==> src/rtl/alu_pkg.sv <==
// alu_pkg: shared types for the ALU issue/collect stage.
//   alu_op_e      - 4-bit ALU selector codes (all 16 encodings)
//   alu_cmd_t     - buffered command {a, b, sel}
//   issue_state_e - issue FSM states
//   ALU_DW        - default operand/result width
package alu_pkg;

  localparam int unsigned ALU_DW = 8;

  typedef enum logic [3:0] {
    OP_ADD = 4'b0000,
    OP_SUB = 4'b0001,
    OP_MUL = 4'b0010,
    OP_DIV = 4'b0011,
    OP_MOD = 4'b0100,
    OP_AND = 4'b0101,
    OP_OR  = 4'b0110,
    OP_XOR = 4'b0111,
    OP_NOT = 4'b1000,
    OP_SHL = 4'b1001,
    OP_SHR = 4'b1010,
    OP_ROL = 4'b1011,
    OP_ROR = 4'b1100,
    OP_LT  = 4'b1101,
    OP_GT  = 4'b1110,
    OP_EQ  = 4'b1111
  } alu_op_e;

  typedef struct packed {
    logic [ALU_DW-1:0] a;
    logic [ALU_DW-1:0] b;
    alu_op_e           sel;
  } alu_cmd_t;

  typedef enum logic [1:0] {
    IDLE,
    EXEC,
    RESP
  } issue_state_e;

  function automatic logic is_div_by_zero(alu_op_e sel, logic [ALU_DW-1:0] b);
    return (sel == OP_DIV) && (b == '0);
  endfunction

endpackage

==> src/rtl/alu_op_issue_if.sv <==
// alu_op_issue_if: bundle of the command stream, ALU operand/result bus and
// result stream around the issue stage.
//   slave  - view of the issue stage (accepts commands, drives the ALU,
//            produces results)
//   master - view of the surroundings (decode side, ALU, result consumer)
interface alu_op_issue_if
  import alu_pkg::*;
#(
  parameter int unsigned DW = ALU_DW
);

  logic          cmd_valid;
  logic          cmd_ready;
  logic [DW-1:0] cmd_a;
  logic [DW-1:0] cmd_b;
  logic [3:0]    cmd_sel;

  logic [DW-1:0] alu_a;
  logic [DW-1:0] alu_b;
  logic [3:0]    alu_sel;
  logic [DW-1:0] alu_out;
  logic          alu_carry;

  logic          res_valid;
  logic          res_ready;
  logic [DW-1:0] res_data;
  logic          res_carry;
  logic          res_zero;
  logic [3:0]    res_sel;
  logic          res_err;

  modport slave (
    input  cmd_valid, cmd_a, cmd_b, cmd_sel,
    output cmd_ready,
    output alu_a, alu_b, alu_sel,
    input  alu_out, alu_carry,
    output res_valid, res_data, res_carry, res_zero, res_sel, res_err,
    input  res_ready
  );

  modport master (
    output cmd_valid, cmd_a, cmd_b, cmd_sel,
    input  cmd_ready,
    input  alu_a, alu_b, alu_sel,
    output alu_out, alu_carry,
    input  res_valid, res_data, res_carry, res_zero, res_sel, res_err,
    output res_ready
  );

endinterface

==> src/rtl/alu_op_issue_cmd_fifo.sv <==
// alu_cmd_fifo: synchronous FIFO of alu_cmd_t, read/write pointers plus an
// occupancy counter. Head entry is visible on rd_data whenever !empty.
//   clk, rst      - clock, synchronous active-high reset (flushes contents)
//   push, wr_data - write at tail (ignored when full)
//   pop           - drop head (ignored when empty)
//   rd_data       - head entry
//   full, empty   - occupancy flags
// DEPTH must be a power of two, at least 2.
module alu_cmd_fifo
  import alu_pkg::*;
#(
  parameter int unsigned DEPTH = 4
) (
  input  logic     clk,
  input  logic     rst,
  input  logic     push,
  input  alu_cmd_t wr_data,
  input  logic     pop,
  output alu_cmd_t rd_data,
  output logic     full,
  output logic     empty
);

  localparam int unsigned AW = $clog2(DEPTH);
  localparam int unsigned CW = AW + 1;

  alu_cmd_t      mem_q [DEPTH];
  alu_cmd_t      mem_d [DEPTH];
  logic [AW-1:0] wr_ptr_q, wr_ptr_d;
  logic [AW-1:0] rd_ptr_q, rd_ptr_d;
  logic [CW-1:0] count_q, count_d;
  logic          do_push;
  logic          do_pop;

  assign full    = (count_q == CW'(DEPTH));
  assign empty   = (count_q == '0);
  assign do_push = push && !full;
  assign do_pop  = pop && !empty;
  assign rd_data = mem_q[rd_ptr_q];

  always_comb begin
    mem_d    = mem_q;
    wr_ptr_d = wr_ptr_q;
    rd_ptr_d = rd_ptr_q;
    count_d  = count_q;
    if (do_push) begin
      mem_d[wr_ptr_q] = wr_data;
      wr_ptr_d        = wr_ptr_q + AW'(1);
    end
    if (do_pop) begin
      rd_ptr_d = rd_ptr_q + AW'(1);
    end
    // Simultaneous push and pop leaves the count unchanged.
    if (do_push && !do_pop) begin
      count_d = count_q + CW'(1);
    end else if (!do_push && do_pop) begin
      count_d = count_q - CW'(1);
    end
  end

  always_ff @(posedge clk) begin
    if (rst) begin
      for (int unsigned i = 0; i < DEPTH; i++) begin
        mem_q[i] <= '0;
      end
      wr_ptr_q <= '0;
      rd_ptr_q <= '0;
      count_q  <= '0;
    end else begin
      mem_q    <= mem_d;
      wr_ptr_q <= wr_ptr_d;
      rd_ptr_q <= rd_ptr_d;
      count_q  <= count_d;
    end
  end

endmodule

==> src/rtl/alu_op_issue.sv <==
// alu_op_issue: issue/collect stage around a purely combinational 8-bit ALU.
// Commands are buffered in alu_cmd_fifo, issued one at a time to registered
// ALU operands, and the ALU result is captured one cycle later and returned
// on a valid/ready result stream with a zero flag and selector echo.
//   clk  - system clock, rising edge
//   rst  - synchronous active-high reset; flushes queue and any result
//   bus  - alu_op_issue_if.slave:
//          cmd_valid/cmd_ready/cmd_a/cmd_b/cmd_sel  command stream
//          alu_a/alu_b/alu_sel -> ALU, alu_out/alu_carry <- ALU
//          res_valid/res_ready/res_data/res_carry/res_zero/res_sel/res_err
// Parameters: DEPTH (FIFO entries, power of two >= 2), DW (must equal ALU_DW).
// Build option ALU_DIVZERO_GUARD_EN: DIV by zero returns 8'hFF with res_err=1;
// without it res_data is always alu_out and res_err is constant 0.
module alu_op_issue
  import alu_pkg::*;
#(
  parameter int unsigned DEPTH = 4,
  parameter int unsigned DW    = ALU_DW
) (
  input logic           clk,
  input logic           rst,
  alu_op_issue_if.slave bus
);

  issue_state_e  state_q, state_d;
  logic [DW-1:0] alu_a_q, alu_a_d;
  logic [DW-1:0] alu_b_q, alu_b_d;
  alu_op_e       alu_sel_q, alu_sel_d;
  logic          res_valid_q, res_valid_d;
  logic [DW-1:0] res_data_q, res_data_d;
  logic          res_carry_q, res_carry_d;
  logic          res_zero_q, res_zero_d;
  alu_op_e       res_sel_q, res_sel_d;
  logic          res_err_q, res_err_d;

  alu_cmd_t      fifo_wr;
  alu_cmd_t      fifo_head;
  logic          fifo_push;
  logic          fifo_pop;
  logic          fifo_full;
  logic          fifo_empty;
  logic          guard_hit;

  assign bus.cmd_ready = !fifo_full && !rst;
  assign fifo_push     = bus.cmd_valid && bus.cmd_ready;

  always_comb begin
    fifo_wr.a   = bus.cmd_a;
    fifo_wr.b   = bus.cmd_b;
    fifo_wr.sel = alu_op_e'(bus.cmd_sel);
  end

  alu_cmd_fifo #(
    .DEPTH (DEPTH)
  ) u_fifo (
    .clk     (clk),
    .rst     (rst),
    .push    (fifo_push),
    .wr_data (fifo_wr),
    .pop     (fifo_pop),
    .rd_data (fifo_head),
    .full    (fifo_full),
    .empty   (fifo_empty)
  );

`ifdef ALU_DIVZERO_GUARD_EN
  assign guard_hit = is_div_by_zero(alu_sel_q, alu_b_q);
`else
  assign guard_hit = 1'b0;
`endif

  always_comb begin
    state_d     = state_q;
    alu_a_d     = alu_a_q;
    alu_b_d     = alu_b_q;
    alu_sel_d   = alu_sel_q;
    res_valid_d = res_valid_q;
    res_data_d  = res_data_q;
    res_carry_d = res_carry_q;
    res_zero_d  = res_zero_q;
    res_sel_d   = res_sel_q;
    res_err_d   = res_err_q;
    fifo_pop    = 1'b0;

    unique case (state_q)
      IDLE: begin
        if (!fifo_empty) begin
          fifo_pop  = 1'b1;
          alu_a_d   = fifo_head.a;
          alu_b_d   = fifo_head.b;
          alu_sel_d = fifo_head.sel;
          state_d   = EXEC;
        end
      end
      EXEC: begin
        res_data_d  = guard_hit ? '1 : bus.alu_out;
        res_zero_d  = !guard_hit && (bus.alu_out == '0);
        res_err_d   = guard_hit;
        res_carry_d = bus.alu_carry;
        res_sel_d   = alu_sel_q;
        res_valid_d = 1'b1;
        state_d     = RESP;
      end
      RESP: begin
        if (bus.res_ready) begin
          res_valid_d = 1'b0;
          // Issue the next command in the same cycle the result leaves,
          // giving one result every two cycles under continuous demand.
          if (!fifo_empty) begin
            fifo_pop  = 1'b1;
            alu_a_d   = fifo_head.a;
            alu_b_d   = fifo_head.b;
            alu_sel_d = fifo_head.sel;
            state_d   = EXEC;
          end else begin
            state_d = IDLE;
          end
        end
      end
      default: begin
        state_d = IDLE;
      end
    endcase
  end

  always_ff @(posedge clk) begin
    if (rst) begin
      state_q     <= IDLE;
      alu_a_q     <= '0;
      alu_b_q     <= '0;
      alu_sel_q   <= OP_ADD;
      res_valid_q <= 1'b0;
      res_data_q  <= '0;
      res_carry_q <= 1'b0;
      res_zero_q  <= 1'b0;
      res_sel_q   <= OP_ADD;
      res_err_q   <= 1'b0;
    end else begin
      state_q     <= state_d;
      alu_a_q     <= alu_a_d;
      alu_b_q     <= alu_b_d;
      alu_sel_q   <= alu_sel_d;
      res_valid_q <= res_valid_d;
      res_data_q  <= res_data_d;
      res_carry_q <= res_carry_d;
      res_zero_q  <= res_zero_d;
      res_sel_q   <= res_sel_d;
      res_err_q   <= res_err_d;
    end
  end

  assign bus.alu_a     = alu_a_q;
  assign bus.alu_b     = alu_b_q;
  assign bus.alu_sel   = alu_sel_q;
  assign bus.res_valid = res_valid_q;
  assign bus.res_data  = res_data_q;
  assign bus.res_carry = res_carry_q;
  assign bus.res_zero  = res_zero_q;
  assign bus.res_sel   = res_sel_q;
  assign bus.res_err   = res_err_q;

endmodule

==> src/flat_wrapper.sv <==
// flat-port wrapper written by rule: the top's interface ports become plain ports
module alu_op_issue_flat import alu_pkg::*;
#(
  parameter int unsigned DEPTH = 4,
  parameter int unsigned DW    = ALU_DW
)
  (clk, rst, bus_cmd_valid, bus_cmd_a, bus_cmd_b, bus_cmd_sel, bus_cmd_ready, bus_alu_a, bus_alu_b, bus_alu_sel, bus_alu_out, bus_alu_carry, bus_res_valid, bus_res_data, bus_res_carry, bus_res_zero, bus_res_sel, bus_res_err, bus_res_ready);
  alu_op_issue_if #(.DW(DW)) bus_i ();
  input logic clk;
  input logic rst;
  input wire logic [$bits(bus_i.cmd_valid)-1:0] bus_cmd_valid;
  input wire logic [$bits(bus_i.cmd_a)-1:0] bus_cmd_a;
  input wire logic [$bits(bus_i.cmd_b)-1:0] bus_cmd_b;
  input wire logic [$bits(bus_i.cmd_sel)-1:0] bus_cmd_sel;
  output wire logic [$bits(bus_i.cmd_ready)-1:0] bus_cmd_ready;
  output wire logic [$bits(bus_i.alu_a)-1:0] bus_alu_a;
  output wire logic [$bits(bus_i.alu_b)-1:0] bus_alu_b;
  output wire logic [$bits(bus_i.alu_sel)-1:0] bus_alu_sel;
  input wire logic [$bits(bus_i.alu_out)-1:0] bus_alu_out;
  input wire logic [$bits(bus_i.alu_carry)-1:0] bus_alu_carry;
  output wire logic [$bits(bus_i.res_valid)-1:0] bus_res_valid;
  output wire logic [$bits(bus_i.res_data)-1:0] bus_res_data;
  output wire logic [$bits(bus_i.res_carry)-1:0] bus_res_carry;
  output wire logic [$bits(bus_i.res_zero)-1:0] bus_res_zero;
  output wire logic [$bits(bus_i.res_sel)-1:0] bus_res_sel;
  output wire logic [$bits(bus_i.res_err)-1:0] bus_res_err;
  input wire logic [$bits(bus_i.res_ready)-1:0] bus_res_ready;
  assign bus_i.cmd_valid = bus_cmd_valid;
  assign bus_i.cmd_a = bus_cmd_a;
  assign bus_i.cmd_b = bus_cmd_b;
  assign bus_i.cmd_sel = bus_cmd_sel;
  assign bus_cmd_ready = bus_i.cmd_ready;
  assign bus_alu_a = bus_i.alu_a;
  assign bus_alu_b = bus_i.alu_b;
  assign bus_alu_sel = bus_i.alu_sel;
  assign bus_i.alu_out = bus_alu_out;
  assign bus_i.alu_carry = bus_alu_carry;
  assign bus_res_valid = bus_i.res_valid;
  assign bus_res_data = bus_i.res_data;
  assign bus_res_carry = bus_i.res_carry;
  assign bus_res_zero = bus_i.res_zero;
  assign bus_res_sel = bus_i.res_sel;
  assign bus_res_err = bus_i.res_err;
  assign bus_i.res_ready = bus_res_ready;
  alu_op_issue #(.DEPTH(DEPTH), .DW(DW)) u_core (.clk(clk), .rst(rst), .bus(bus_i));
endmodule
==> config.mk <==
export PLATFORM = sky130hd
export DESIGN_NAME = alu_op_issue_flat
export DESIGN_NICKNAME = d
export VERILOG_FILES = /design/src/rtl/alu_pkg.sv /design/src/rtl/alu_op_issue_if.sv /design/src/rtl/alu_op_issue_cmd_fifo.sv /design/src/rtl/alu_op_issue.sv /design/src/flat_wrapper.sv
export SDC_FILE = /design/constraint.sdc
export NUM_CORES = 1
export LEC_CHECK = 0
export CORE_ASPECT_RATIO = 0.5
export CORE_MARGIN = 5
export CORE_UTILIZATION = 29
export CTS_CLUSTER_DIAMETER = 80
export CTS_CLUSTER_SIZE = 14
export DETAILED_ROUTE_END_ITERATION = 10
export GPL_ROUTABILITY_DRIVEN = 1
export SYNTH_ARGS = -nofsm -noshare
export SYNTH_HDL_FRONTEND = slang
export SYNTH_HIERARCHICAL = 1
export SYNTH_SLANG_ARGS = --single-unit
==> constraint.sdc <==
create_clock -name clk -period 3.5 [get_ports clk]
set_input_delay 0.525 -clock clk [delete_from_list [all_inputs] [get_ports clk]]
set_output_delay 0.525 -clock clk [all_outputs]
set_load 0.02 [all_outputs]
==> results of run 1 <==
==> per-stage QoR <==
step / instance area (um2) / power (mW) / worst slack (ns) / util / instances
3_3_place_gp: 6360 / 2.49 / 0.743 / 0.342 / 821
6_report: 7030 / 4.45 / 0.598 / 0.378 / 852
4_1_cts: 7030 / 4.50 / 0.575 / 0.378 / 852
5_1_grt: 7030 / 4.65 / 0.381 / 0.378 / 852
3_5_place_dp: 6360 / 2.50 / 0.603 / 0.342 / 821
2_1_floorplan: 5560 / 2.27 / 0.619 / - / 526
==> critical path, cell delays in order, from the launching register on <==
cell and delay, ns:
dfxtp_1 0.44, or3b_1 0.35, inv_1 0.08, nor2_1 0.13, and2_1 0.31, and2_1 0.26, ha_1 0.22, inv_1 0.07
fa_1 0.38, xor2_1 0.16, or3_1 0.31, a21oi_1 0.14
==> synth_stat cells, types with 2 or more instances <==
| cell | number |
|---|---|
| a21oi_1 | 35 |
| and2_1 | 2 |
| and3_1 | 2 |
| buf_1 | 2 |
| buf_2 | 11 |
| buf_4 | 4 |
| buf_6 | 10 |
| clkbuf_1 | 14 |
| dfxtp_1 | 124 |
| ha_1 | 5 |
| inv_1 | 5 |
| mux2i_1 | 81 |
| mux4_2 | 20 |
| nand2_1 | 27 |
| nand2b_1 | 101 |
| nand3_1 | 24 |
| nor2_1 | 11 |
| nor4_1 | 2 |
| o21ai_0 | 2 |
| o21ai_1 | 10 |
| o21ai_2 | 10 |
| o31ai_1 | 2 |
| xor2_1 | 4 |
==> area by class of cell <==
cell class / instances / area (um2) / area share
clock inverters: 14 / 244 / 0.0347
inverters: 5 / 18.8 / 0.00267
clock buffers: 17 / 425 / 0.0605
multi-input cells: 355 / 2790 / 0.396
flip-flops and latches: 124 / 2480 / 0.353
repair buffers: 78 / 753 / 0.107
well taps: 259 / 324 / 0.0461
==> sequential cells by signal (all words and copies together), names as in the netlist <==
signal                  flops
u_core/bus.alu_a            8
u_core/bus.alu_b            8
u_core/bus.alu_sel          4
u_core/bus.res_carry        1
u_core/bus.res_data         8
u_core/bus.res_sel          4
u_core/bus.res_valid        1
u_core/bus.res_zero         1
u_core/state_q              2
u_core/u_fifo/count_q       3
u_core/u_fifo/mem_q        80
u_core/u_fifo/rd_ptr_q      2
u_core/u_fifo/wr_ptr_q      2
==> power by group <==
group          switching (mW)  leakage, nW  internal, mW
clock                   0.644        0.320          1.34
combinational           0.495         1.44         0.355
sequential             0.0957         1.00          1.52
==> path summary, 6_finish.rpt <==
path	end	slack [ns]
worst max-delay path	u_core/u_fifo/count_q[2]$_SDFFE_PP0P_	0.60
worst min-delay path	u_core/bus.res_data[3]$_SDFFE_PP0P_	0.45
worst max register to register	u_core/u_fifo/count_q[2]$_SDFFE_PP0P_	0.60
worst min register to register	u_core/bus.res_data[3]$_SDFFE_PP0P_	0.45
==> cells by family (layout without fill, tap and decap cells) <==
group           count (synthesis)  count (layout)  synth area share
simple gates                  180             180             0.184
xor+xnor                        4               4           0.00630
other cells                     1               1          0.000674
fa+ha+maj                       6               6            0.0148
compound gates                 62              62            0.0650
buf+inv                        47             114            0.0533
flops                         124             124             0.446
mux                           102             102             0.229
==> layer usage <==
metal	up-vias	global-route usage
met5	-	0
met4	0	0.0441
met2	28	0.211
met3	11	0.0237
met1	1916	0.148
li1	1926	-
==> reports/results.tsv, run 1 <==
stage	metric	value	unit
outcome	status	complete, no violations	
route	top_layer_used	met4	
logic_synthesis	synth_seq_cells	124	
logic_synthesis	syn_area_per_cell	10.6	um2
place	hpwl	8510	um
place	gp_congestion	0.709	
sta	skew	0.00473	ns
global_routing	grt_antenna_before_repair	0	
route	drt_iter0_markers	269	
setup_path	startpoint_type	flip-flop	
logic_synthesis	synth_edf_count	0	
clocking	root_buffer	clkbuf_16	
cells_and_area	area_delta_synth_final	26.4	%
clocking	clockBufferDepth	2	
global_routing	grt_pass1_vias	4038	
cells_and_area	final_cell_mix	dfxtp_1, nand2b_1, mux2i_1	
global_routing	grt_max_degree	103	
logic_synthesis	synthCells	526	
sta	timing.fmax	345	MHz
clocking	cts_setup_buffers	0	
job	cap_violations	0	
cells_and_area	fin_nets	620	
route	num_vias	3881	
cells_and_area	n_antenna_cell	0	
pwr	ir_worst_vdd	367	uV
clocking	clk_pin_slew	0.06	ns
sta	hold_slack	0.453	ns
setup_path	worstSetupStartpoint	u_core/u_fifo/count_q[0]$_SDFFE_PP0P_	
hold_path	min_path_cells	2	
hold_path	min_from	u_core/bus.res_data[3]$_SDFFE_PP0P_	
route	ant_nets	0	
clocking	cts_resized	0	
sta	slew_viol_final	0	
route	route.met3.wl	237	um
floorplanning	start_util	0.299	
cells_and_area	fill_cells	1805	
clocking	cts-htree-levels	4	
floorplanning	dieArea	22200	um2
setup_path	worstReg2RegStart	u_core/u_fifo/count_q[0]$_SDFFE_PP0P_	
global_routing	grt-ovfl-total	0	
setup_path	path_max_fanout	10	
floorplanning	rows	35	
logic_synthesis	ys_warn_count	6	
logic_synthesis	synth.area.top_cells	dfxtp_1, mux2i_1, nand2b_1, mux4_2, a21oi_1	
route	wl_met1	5920	um
sta	slew_headroom	0.414	
pwr	total_leakage_power	2.76	nW
global_routing	grt_usage	0.120	
place	io_buffers	68	
logic_synthesis	synthFlopType	dfxtp_1	
logic_synthesis	yosysSeqAreaShare	0.446	
floorplanning	ios	70	
clocking	cts_made_buffers	17	
logic_synthesis	syn_nets	565	
setup_path	arrival	3.23	ns
sta	finalSetupViolCount	0	
floorplanning	die_w	206	um
sta	tns	0	ns
route	first_pass_iters	4	
route	via_per_inst	4.56	
route	drc	0	
clocking	ctsHoldBuffers	0	
route	wl_met2	6740	um
clocking	clock_latency	0.41	ns
clocking	cts_tree	yes	
logic_synthesis	syn_area	5560	um2
setup_path	r2r_cells	11	
floorplanning	die_h	108	um
setup_path	crit_required	3.83	ns
route	wl	13000	um
pwr	power.density	632	nW/um2
sta	final_hold_viol_count	0	
sta	fin_crit_sh	0.829	
hold_path	hold_path_class	flip-flop to flip-flop	
logic_synthesis	async_flop_share	0	
logic_synthesis	synth_top_area_share	0.446	
logic_synthesis	yosysTopAreaCell	dfxtp_1	
floorplanning	core_area	18600	um2
sta	rsz0062_at_grt	false	
clocking	cts_sinks	124	
sta	worst_pin_slew	0.879	ns
cells_and_area	layout_commonest_cell	dfxtp_1	
setup_path	end_kind	flip-flop	
global_routing	grt_pass1_wl	21000	um
sta	min_period	2.90	ns
setup_path	critPathKind	flip-flop to flip-flop	
logic_synthesis	ys_types	41	
route	routedWlPerCell	15.3	um
cells_and_area	drive_above_1_share	0.133	
No activity file was read; power rests on OpenSTA's default activity.
==> inputs of run 2 (changes only) <==
- clock period: 3.5 -> 2.3 ns (I/O delays scaled with it)
==> reports/results.tsv, run 2 (synthesized netlist as in run 1, its figures left out) <==
stage	metric	value	unit	change
outcome	status	complete, no violations		
route	drc	0		unchanged
sta	finalSetupViolCount	0		unchanged
route	first_pass_iters	4		unchanged
sta	skew	0.0113	ns	+0.00655 ns
cells_and_area	n_antenna_cell	0		unchanged
cells_and_area	area_delta_synth_final	28.3	%	
sta	rsz0062_at_grt	true		
route	num_vias	3936		+1.4%
cells_and_area	fin_nets	627		+1.1%
clocking	cts_sinks	124		unchanged
clocking	clk_pin_slew	0.06	ns	about the same
place	placed_cell_area	6490	um2	+1.9%
place	placed_cells	828		+0.85%
clocking	cts_made_buffers	17		unchanged
route	drt_iter0_markers	237		-12%
route	wl_met2	6590	um	-2.2%
cells_and_area	regArea	2490	um2	+0.25%
sta	timing.fmax	455	MHz	+32%
floorplanning	dieArea	22200	um2	unchanged
clocking	root_buffer	clkbuf_16		
global_routing	grt_pass1_vias	4130		+2.3%
sta	fin_crit_sh	0.956		+0.127
clocking	clock_latency	0.42	ns	about the same
global_routing	grt_max_degree	147		+43%
place	io_buffers	68		unchanged
setup_path	path_max_fanout	6		-4
global_routing	grt_usage	0.124		+0.00380
global_routing	grt-ovfl-total	0		unchanged
pwr	ir_worst_vdd	445	uV	+21%
cells_and_area	largest_register_ffs	80		unchanged
clocking	cts_tree	yes		
setup_path	r2r_cells	11		unchanged
floorplanning	rows	35		unchanged
sta	slew_headroom	0.414		+0.000962
clocking	clockBufferDepth	2		unchanged
hold_path	hold_path_class	flip-flop to flip-flop		
cells_and_area	final_cell_mix	dfxtp_1, nand2b_1, mux2i_1		
cells_and_area	fin_cells	860		+0.94%
setup_path	r2r_setup_slack	0.10	ns	-0.50 ns
setup_path	arrival	2.54	ns	-0.69 ns
pwr	power.density	940	nW/um2	+49%
sta	min_period	2.20	ns	-0.702 ns
route	via_per_inst	4.58		+0.47%
cells_and_area	drive_above_1_share	0.165		+0.0315
clocking	cts-htree-levels	4		unchanged
cells_and_area	final_cell_area	7140	um2	+1.5%
floorplanning	start_util	0.299		unchanged
setup_path	critPathKind	flip-flop to flip-flop		
setup_path	startpoint_type	flip-flop		
route	ant_nets	0		unchanged
floorplanning	ios	70		unchanged
global_routing	grt_pass1_wl	21600	um	+3.3%
floorplanning	die_w	206	um	unchanged
clocking	ctsHoldBuffers	0		unchanged
clocking	cts_resized	0		unchanged
clocking	cts_setup_buffers	0		unchanged
floorplanning	die_h	108	um	unchanged
cells_and_area	fill_cells	1826		+1.2%
route	wl_met1	6050	um	+2.2%
pwr	total_leakage_power	2.80	nW	+1.5%
setup_path	end_kind	flip-flop		
sta	slew_viol_final	0		unchanged
route	wl	13300	um	+2.3%
place	gp_congestion	0.732		+3.4%
cells_and_area	multi_input_area	2820	um2	+1.4%
sta	worst_pin_slew	0.875	ns	-0.00347 ns
floorplanning	core_area	18600	um2	unchanged
place	hpwl	8660	um	+1.7%
pwr	power	6.71	mW	+51%
cells_and_area	layout_commonest_cell	dfxtp_1		
setup_path	crit_required	2.64	ns	-1.19 ns
sta	final_hold_viol_count	0		unchanged
route	route.met3.wl	507	um	+110%
cells_and_area	regMostFlops	u_core/u_fifo/mem_q		
job	cap_violations	0		unchanged
global_routing	grt_antenna_before_repair	0		unchanged
hold_path	min_path_cells	2		unchanged
route	top_layer_used	met4		
route	routedWlPerCell	15.5	um	+1.4%
## run 2: changes by cell type in the layout (fill, tap and decap cells not counted), sizes merged
cell      change
clkinv        +1
clkbuf        +3
bufinv        -3
buf           +7
clkinvlp      +1
inv           -1
## run 2: final cells by class
class | count | share of cell area
clock inverters | 12 | 0.0226
well taps | 259 | 0.0454
inverters | 5 | 0.00263
flip-flops and latches | 124 | 0.349
multi-input cells | 355 | 0.396
repair buffers | 85 | 0.118
clock buffers | 20 | 0.0670
## run 2: worst paths after layout
check,start,endpoint
max reg2reg,u_core/u_fifo/count_q[2]$_SDFFE_PP0P_,u_core/u_fifo/count_q[2]$_SDFFE_PP0P_
max,u_core/u_fifo/count_q[2]$_SDFFE_PP0P_,u_core/u_fifo/count_q[2]$_SDFFE_PP0P_
min reg2reg,u_core/bus.res_sel[0]$_SDFFE_PP0P_,u_core/bus.res_sel[0]$_SDFFE_PP0P_
min,u_core/bus.res_sel[0]$_SDFFE_PP0P_,u_core/bus.res_sel[0]$_SDFFE_PP0P_
## run 2: per-stage QoR
| step | TNS [ns] | setup slack [ns] | util | hold slack [ns] |
|---|---|---|---|---|
| floorplan | -0.0912 | -0.0780 | - | 0.446 |
| global placement | -0.0765 | -0.0765 | 0.349 | 0.443 |
| detailed placement | -0.125 | -0.125 | 0.349 | 0.448 |
| CTS | 0 | 0.0766 | 0.383 | 0.460 |
| global route | -0.0249 | -0.0249 | 0.384 | 0.470 |
| finish | 0 | 0.100 | 0.384 | 0.458 |
## run 2: routing by layer
layer  track usage  vias up
met1         0.150     1937
met4        0.0384        0
li1              -     1938
met5             0        -
met3        0.0381       14
met2         0.213       47
## run 2: worst max-delay path, cell delays in order, from the launching register on
cell and delay [ns]:
dfxtp_2 0.34, or3b_4 0.24, inv_2 0.04, nor2_4 0.09, and2_4 0.14, and2_4 0.16, ha_4 0.13, inv_1 0.05
fa_2 0.33, xor2_1 0.15, or3_1 0.33, a21oi_2 0.11
## run 2: power breakdown
group	switching [mW]	internal, mW	leakage [nW]	total [mW]
registers	0.129	2.32	1.00	2.45
logic	0.813	0.613	1.49	1.43
clock network	1.00	1.83	0.304	2.84
total	1.95	4.77	2.80	6.71
==> inputs of run 3 (changes only) <==
- SLEW_MARGIN: not set -> 20
==> results of run 3 <==
Same layout as run 2: the final DEF is identical, and so are final timing and power.
